### config.mk
export PLATFORM = sky130hd
export DESIGN_NAME = layer_stack_compositor
export DESIGN_NICKNAME = d
export VERILOG_FILES = /design/src/rtl/layer_stack_compositor.sv
export SDC_FILE = /design/constraint.sdc
export NUM_CORES = 1
export LEC_CHECK = 0
export ABC_CLOCK_PERIOD_IN_PS = 4050
export CAP_MARGIN = 25
export CORE_AREA = 3 3 95 97
export DETAILED_ROUTE_END_ITERATION = 10
export DIE_AREA = 0 0 98 100
export PLACE_DENSITY = 0.77
export SLEW_MARGIN = 15
export SYNTH_ARGS = -nofsm -noshare
export SYNTH_HDL_FRONTEND = slang
export SYNTH_SLANG_ARGS = --single-unit
### constraint.sdc
create_clock -name clk -period 4.05 [get_ports clk]
set_input_delay 0.81 -clock clk [delete_from_list [all_inputs] [get_ports clk]]
set_output_delay 0.81 -clock clk [all_outputs]
set_load 0.005 [all_outputs]
### src/rtl/layer_stack_compositor.sv
// layer_stack_compositor: fixed-priority layer merge with background, blanking and a frame-stepped global fade engine.
module layer_stack_compositor #(
  parameter int NUM_LAYERS       = 4,
  parameter int COLOR_BITS       = 4,
  parameter int BEAM_X_BITS      = 11,
  parameter int VIEW_LEFT_X      = 0,
  parameter int VIEW_RIGHT_X     = 639,
  parameter int FADE_STEP_FRAMES = 2,
  parameter int HOLD_FRAMES      = 30,
  localparam int IW              = $clog2(NUM_LAYERS + 1)
) (
  input  logic                                         clk,
  input  logic                                         rst,
  input  logic                                         frame_start,
  input  logic                                         draw,
  input  logic [BEAM_X_BITS-1:0]                       beam_x,
  input  logic [NUM_LAYERS-1:0][2:0][COLOR_BITS-1:0]   layer_color,
  input  logic [NUM_LAYERS-1:0]                        layer_transparent,
  input  logic [NUM_LAYERS-1:0]                        layer_enable,
  input  logic [2:0][COLOR_BITS-1:0]                   background_color,
  input  logic                                         fade_start,
  output logic [COLOR_BITS-1:0]                        red,
  output logic [COLOR_BITS-1:0]                        green,
  output logic [COLOR_BITS-1:0]                        blue,
  output logic [IW-1:0]                                top_layer,
  output logic                                         fade_busy,
  output logic                                         fade_black,
  output logic                                         fade_done
);
  localparam int CMAX = FADE_STEP_FRAMES > HOLD_FRAMES ? FADE_STEP_FRAMES : HOLD_FRAMES;
  localparam int CW   = CMAX > 1 ? $clog2(CMAX) : 1;
  typedef enum logic [1:0] {IDLE, FADE_OUT, HOLD, FADE_IN} state_t;
  state_t state, state_n;
  logic [3:0] level, level_n;
  logic [CW-1:0] cnt, cnt_n;
  logic done_n, step, hold_end, blank;
  logic [2:0][COLOR_BITS-1:0] s1_color, s1_color_n;
  logic [IW-1:0] s1_idx, s1_idx_n;

  function automatic logic [COLOR_BITS-1:0] scale(input logic [COLOR_BITS-1:0] c, input logic [3:0] l);
    logic [COLOR_BITS+4:0] p;
    p = (COLOR_BITS+5)'(c) * (COLOR_BITS+5)'({1'b0, l} + 5'd1);
    return l == 4'd0 ? '0 : COLOR_BITS'(p >> 4);
  endfunction

  // Descending scan so the lowest enabled opaque layer is the last (winning) assignment.
  always_comb begin
    blank = !draw || beam_x <= BEAM_X_BITS'(VIEW_LEFT_X) || beam_x >= BEAM_X_BITS'(VIEW_RIGHT_X);
    s1_color_n = background_color;
    s1_idx_n = IW'(NUM_LAYERS);
    for (int i = NUM_LAYERS - 1; i >= 0; i--)
      if (layer_enable[i] && !layer_transparent[i]) begin
        s1_color_n = layer_color[i];
        s1_idx_n = IW'(i);
      end
    if (blank) begin
      s1_color_n = '0;
      s1_idx_n = IW'(NUM_LAYERS);
    end
  end

  always_comb begin
    state_n = state;
    level_n = level;
    cnt_n = cnt;
    done_n = 1'b0;
    step = frame_start && cnt == CW'(FADE_STEP_FRAMES - 1);
    hold_end = HOLD_FRAMES == 0 || (frame_start && cnt == CW'(HOLD_FRAMES - 1));
    case (state)
      IDLE: begin
        level_n = 4'd15;
        cnt_n = '0;
        if (fade_start) state_n = FADE_OUT;
      end
      FADE_OUT: if (frame_start) begin
        cnt_n = step ? '0 : cnt + 1'b1;
        if (step) begin
          level_n = level - 4'd1;
          if (level == 4'd1) state_n = HOLD;
        end
      end
      HOLD: begin
        level_n = 4'd0;
        if (hold_end) begin
          state_n = FADE_IN;
          cnt_n = '0;
        end else if (frame_start) cnt_n = cnt + 1'b1;
      end
      FADE_IN: if (frame_start) begin
        cnt_n = step ? '0 : cnt + 1'b1;
        if (step) begin
          level_n = level + 4'd1;
          if (level == 4'd14) begin
            state_n = IDLE;
            done_n = 1'b1;
          end
        end
      end
      default: state_n = IDLE;
    endcase
  end

  always_ff @(posedge clk or posedge rst) begin
    if (rst) begin
      state <= IDLE;
      level <= 4'd15;
      cnt <= '0;
      fade_busy <= 1'b0;
      fade_black <= 1'b0;
      fade_done <= 1'b0;
      s1_color <= '0;
      s1_idx <= IW'(NUM_LAYERS);
      red <= '0;
      green <= '0;
      blue <= '0;
      top_layer <= IW'(NUM_LAYERS);
    end else begin
      state <= state_n;
      level <= level_n;
      cnt <= cnt_n;
      fade_busy <= state_n != IDLE;
      fade_black <= state_n == HOLD;
      fade_done <= done_n;
      s1_color <= s1_color_n;
      s1_idx <= s1_idx_n;
      red <= scale(s1_color[0], level);
      green <= scale(s1_color[1], level);
      blue <= scale(s1_color[2], level);
      top_layer <= s1_idx;
    end
  end
endmodule

After elaboration in Yosys (flattened, before gate mapping)
Index checks and enable logic that the tools add are counted.
{ "word_totals": {"out_inout_bits": 18, "ff_bits": 44, "elab_cells": 92, "in_bits": 84} }
{ "classes": {"multipliers": 3, "muxes": 36, "eq_ne": 14, "magnitude_cmp": 2, "n_addsub": 4, "reduce_logical": 19} }
{ "ops": {"columns": ["operator", "n"], "rows": [
  ["$mux 12", 5],
  ["$mux 4", 7],
  ["$mux 5", 4],
  ["$mul 4x9->8", 2],
  ["$mux 2", 8],
  ["$pmux 4 s4", 1],
  ["$mux 3", 5],
  ["$pmux 5 s3", 1],
  ["$ge 11x10->1 const B", 1],
  ["$le 11x1->1 const B", 1],
  ["$mul 4x5->8", 1],
  ["$ne 2x2->1 const B", 4],
  ["$pmux 2 s4", 1],
  ["$eq 2x2->1 const B", 3],
  ["$logic_and 1x1->1", 6],
  ["$add 4x1->5 const B", 1],
  ["$add 5x1->5 const B", 1],
  ["$eq 5x1->1 const B", 1],
  ["$eq 5x5->1 const B", 1],
  ["$logic_not 1->1", 5],
  ["$add 4x1->4 const B", 1],
  ["$eq 4x1->1 const B", 1],
  ["$eq 4x4->1 const B", 1],
  ["$logic_not 4->1", 1],
  ["other kinds (11)", 15]
]} }

Logic depth before layout (Yosys ltp)
{ "logic_depth": {"depth_word": 7, "ltp_mapped": 14, "ltp_nobuf": 12} }

Least setup slack after synthesis
No wires, ideal clock.
{ "synth_path": {"kind": "flip-flop to flip-flop", "from": "register level[0]", "to": "register blue[3]", "period_less_slack_ns": 3.835, "required_ns": 3.967, "setup_ns": 0.083, "slack_ns": 0.215, "t_arrival_ns": 3.753, "path_stages_with_launch": 15, "cell_sequence": "dfstp_2 buf_2 inv_1 ha_1 clkbuf_1 and2_1 fa_1 inv_1 fa_1 inv_1 ha_1 nand4b_1 o2111ai_1 a2111o_1 o21ai_0"} }
{ "synth_via": {"elab_chain_len": 3, "elab_cells_between_ends": 4} }
{ "synth_lines": {"columns": ["element", "line", "text"], "rows": [
  ["from (decl)", "34", "logic [3:0] level, level_n;"],
  ["from (signal assigned)", "119", "level <= level_n;"],
  ["$add 4x1->5", "42", "p = (COLOR_BITS+5)'(c) * (COLOR_BITS+5)'({1'b0, l} + 5'd1);"],
  ["$mul 4x5->8", "42", null],
  ["$mux 4 (*)", "43", "return l == 4'd0 ? '0 : COLOR_BITS'(p >> 4);"],
  ["to (signal assigned)", "128", "blue <= scale(s1_color[2], level);"],
  ["to (decl)", "24", "output logic [COLOR_BITS-1:0] blue,"]
]} }
Mark *: on every way between the ends. The rest lies on a longest branch, timed or not.
A chain may end at the register's enable or synchronous reset.

Worst setup path in the final report
{ "layout_path": {"from": "register level[0]", "to": "register green[3]"} }
{ "layout_via": {"elab_chain_len": 3, "elab_cells_between_ends": 4} }
{ "layout_lines": {"columns": ["element", "line", "text"], "rows": [
  ["$add 4x1->5", "42", null],
  ["$mul 4x9->8", "42", null],
  ["$mux 4 (*)", "43", null],
  ["to (signal assigned)", "127", "green <= scale(s1_color[1], level);"],
  ["to (decl)", "23", "output logic [COLOR_BITS-1:0] green,"]
]} }
Marks and branches as above.

==> flow_summary_export.csv <==
group,metric,value,unit
synth,synth_area,3711,sq um
route,drt_iter0_drc,183,
critical_path,crit_path_end_kind,"flop",
global_routing,grt_pass1_vias,3272,
sta,timing.hold.ws,0.3543,ns
critical_path,start_kind,"flop",
layout,nets,639,
global_routing,overflow,0,
floorplanning,die_h,100,um
synth,netlist-cell-type-count,47,
pwr,seqPwrFrac,33.4,%
pwr,internal-power,1.095,mW
critical_path,cp_max_fo,9,
layout,final_common_cell,"clkdlybuf4s50_1",
synth,postSynth.asyncResetShare,100.0,%
sta,fin_skew,0.006819,ns
critical_path,cp.arrival,3.99,ns
placement,gp_congestion,0.8461,
sta,tightest_slew,0.9251,ns
clocking,cts_tree,"yes",
min_path,hold_path.class,"reg -> reg",
critical_path,cp_common_cell,"inv_1",
synth,synth.avg_cell_area,9.007,sq um
synth,ys_warn_count,0,
clocking,cts_max_path_buffers,2,
pwr,peakVddDrop,165.7,uV
critical_path,required,4.27,ns
synth,synthCells,412,
clocking,clk_latency,0.30,ns
placement,io_buffers,101,
route,ant_nets,0,
pwr,net-switching-power,0.6525,mW
critical_path,worst-setup-path-type,"reg -> reg",
route,routedWlPerCell,14.07,um
placement,dpl.hpwl,7096,um
synth,synth_flop_cell,"dfrtp_1",
route,wirelength,8610,um
floorplanning,fp-row-count,33,
sta,max_slew_margin,38.20,%
global_routing,grt_util_all_layers,17.93,%
critical_path,rrSetupSlack,0.28,ns
clocking,post_cts_buffers,0,
clocking,cts_root_buf,"clkbuf_8",
sta,finalSetupViolCount,0,
clocking,path_clk_slew,0.09,ns
route,vias,3242,
sta,drv_slew,0,
clocking,cts_buffers,5,
critical_path,crit_slowest_cell,"dfstp_2",
critical_path,slowest_delay,0.61,ns
floorplanning,die_area,9800,sq um
synth,synth_nets,545,
synth,seq_area_frac_synth,29.87,%
pwr,power_frac_clock,19.4,%
critical_path,path_buf_inv,3,
layout,diodes,0,
pwr,pwr_density_cell,354.3,nW/um^2
floorplanning,die-width,98,um
critical_path,crit_chain,"inv_1, ha_2, and2_1, fa_1, inv_1, fa_1, inv_1, ha_1, nand4b_1, o2111ai_1, a2111o_1, o21ai_0",
floorplanning,initial_core_util,45.17,%
sta,period_minus_slack,3.769,ns
global_routing,grt_pass1_wl,14550,um
synth,synth-seq-cells,44,
route,viasPerCell,5.297,
clocking,htreeDepth,2,
sta,fin_tns_setup,0,ns
synth,synth_edf_count,0,
pwr,p_leak,2.251,nW
floorplanning,coreArea,8217,sq um
clocking,clock-sinks,44,
floorplanning,io_pins,102,
pwr,swShare,37.34,%
critical_path,path_delay_family,"adder cells",
outcome,status,"complete, no violations",
global_routing,grt_max_degree,45,
sta,rsz0062_at_grt,"no",
sta,period_share,93.05,%
global_routing,grt_antenna_before_repair,0,
pwr,combPwrFrac,47.1,%
route,remaining_drc_errors,0,
sta,hold_viol,0,
route,first_pass_iters,5,
sta,fmax,265.4,MHz
layout,area_growth_syn_to_layout,32.91,%
layout,final_cell_mix,"101 x clkdlybuf4s50_1, 38 x dfrtp_1, 36 x nor2_1",
layout,drive_gt1_share,5.917,%
run,drv_cap,0,
## stage by stage
step / area, sq um / utilization (%) / std cells / worst slack, ns / power, mW
after floorplan: 3711 / - / 412 / 0.2149 / 1.081
after global placement: 4813 / 58.58 / 604 / 0.3235 / 1.380
after detailed placement: 4813 / 58.58 / 604 / 0.2247 / 1.406
after CTS: 4930 / 60.00 / 612 / 0.1945 / 1.757
after global routing: 4932 / 60.03 / 612 / 0.06581 / 1.875
final: 4932 / 60.03 / 612 / 0.2815 / 1.748
## flip-flops by register name (all words and copies together), names as in the netlist
| name | count |
|---|---|
| s1_color | 12 |
| cnt | 5 |
| blue | 4 |
| green | 4 |
| level | 4 |
| red | 4 |
| s1_idx | 3 |
| top_layer | 3 |
| state | 2 |
| fade_black | 1 |
| fade_busy | 1 |
| fade_done | 1 |
## power groups by stage
stage,Combinational [mW],Sequential (mW),Clock (mW)
floorplan,0.514,0.567,0
global placement,0.794,0.586,0
detailed placement,0.816,0.590,0
CTS,0.823,0.583,0.352
global route,0.914,0.595,0.365
finish,0.824,0.584,0.340
## worst paths after layout
| check | from | to | cells past startpoint |
|---|---|---|---|
| worst max-delay path | level[0] | green[3] | 12 |
| worst min-delay path | s1_idx[0] | top_layer[0] | 0 |
| worst max register to register | level[0] | green[3] | 12 |
| worst min register to register | s1_idx[0] | top_layer[0] | 0 |
| max in group asynchronous | rst | level[3] | 3 |
| min in group asynchronous | rst | top_layer[1] | 3 |
## per-layer routing
metal  global-route usage (%)  wire length [um]  up-vias
li1                         -                 -     1611
met1                    22.39              3657     1482
met2                    30.79              4153      135
met3                    4.378               659       14
met4                    5.538               138        0
met5                        0                 0        -
## timing repair
| item | CTS | global route |
|---|---|---|
| gates resized for setup | 0 | 1 |
| hold buffers | 0 | 0 |
| endpoints found under the setup margin | 0 | 2 |
## Yosys cell counts (2+ instances only)
cell type,count,area [sq um]
dfrtp_1,38,950.9
nor2_1,36,135.1
ha_1,34,425.4
nand2_1,34,127.6
inv_1,33,123.9
a21oi_1,21,105.1
and2_1,16,100.1
nor2b_1,16,100.1
a211oi_1,15,112.6
clkbuf_1,15,56.30
fa_1,15,300.3
mux2i_1,13,130.1
a211o_1,12,105.1
xnor2_1,10,87.58
nand4_1,9,56.30
o21ai_0,9,45.04
nand3_1,8,40.04
nand2b_1,7,43.79
dfstp_2,6,157.7
buf_2,5,25.02
nor3_1,5,25.02
xor2_1,5,43.79
a2111o_1,4,45.04
and3_1,4,25.02
o211ai_1,4,30.03
o21bai_1,4,30.03
o31ai_1,4,30.03
nand4b_1,3,26.28
nor4_1,3,18.77
o2111ai_1,3,26.28
or2_2,3,18.77
a22o_1,2,17.52
mux2_2,2,22.52
## logic make-up after synthesis
| logic type | count (synthesis) | share of synthesized area, % |
|---|---|---|
| flops | 44 | 29.87 |
| buf+inv | 55 | 6.035 |
| fa+ha+maj | 49 | 19.56 |
| mux | 15 | 4.113 |
| xor+xnor | 15 | 3.540 |
| compound gates | 86 | 16.66 |
| simple gates | 148 | 20.23 |
## layout make-up
type | instances | area (sq um)
Fill cell | 700 | 3284
Multi-Input combinational cell | 313 | 2381
Sequential cell | 44 | 1109
Timing Repair Buffer | 109 | 1071
Tap cell | 105 | 131.4
Inverter | 33 | 123.9
Clock buffer | 5 | 68.82
Clock inverter | 3 | 47.55
Note: power is estimated with default switching activity, not from simulation.
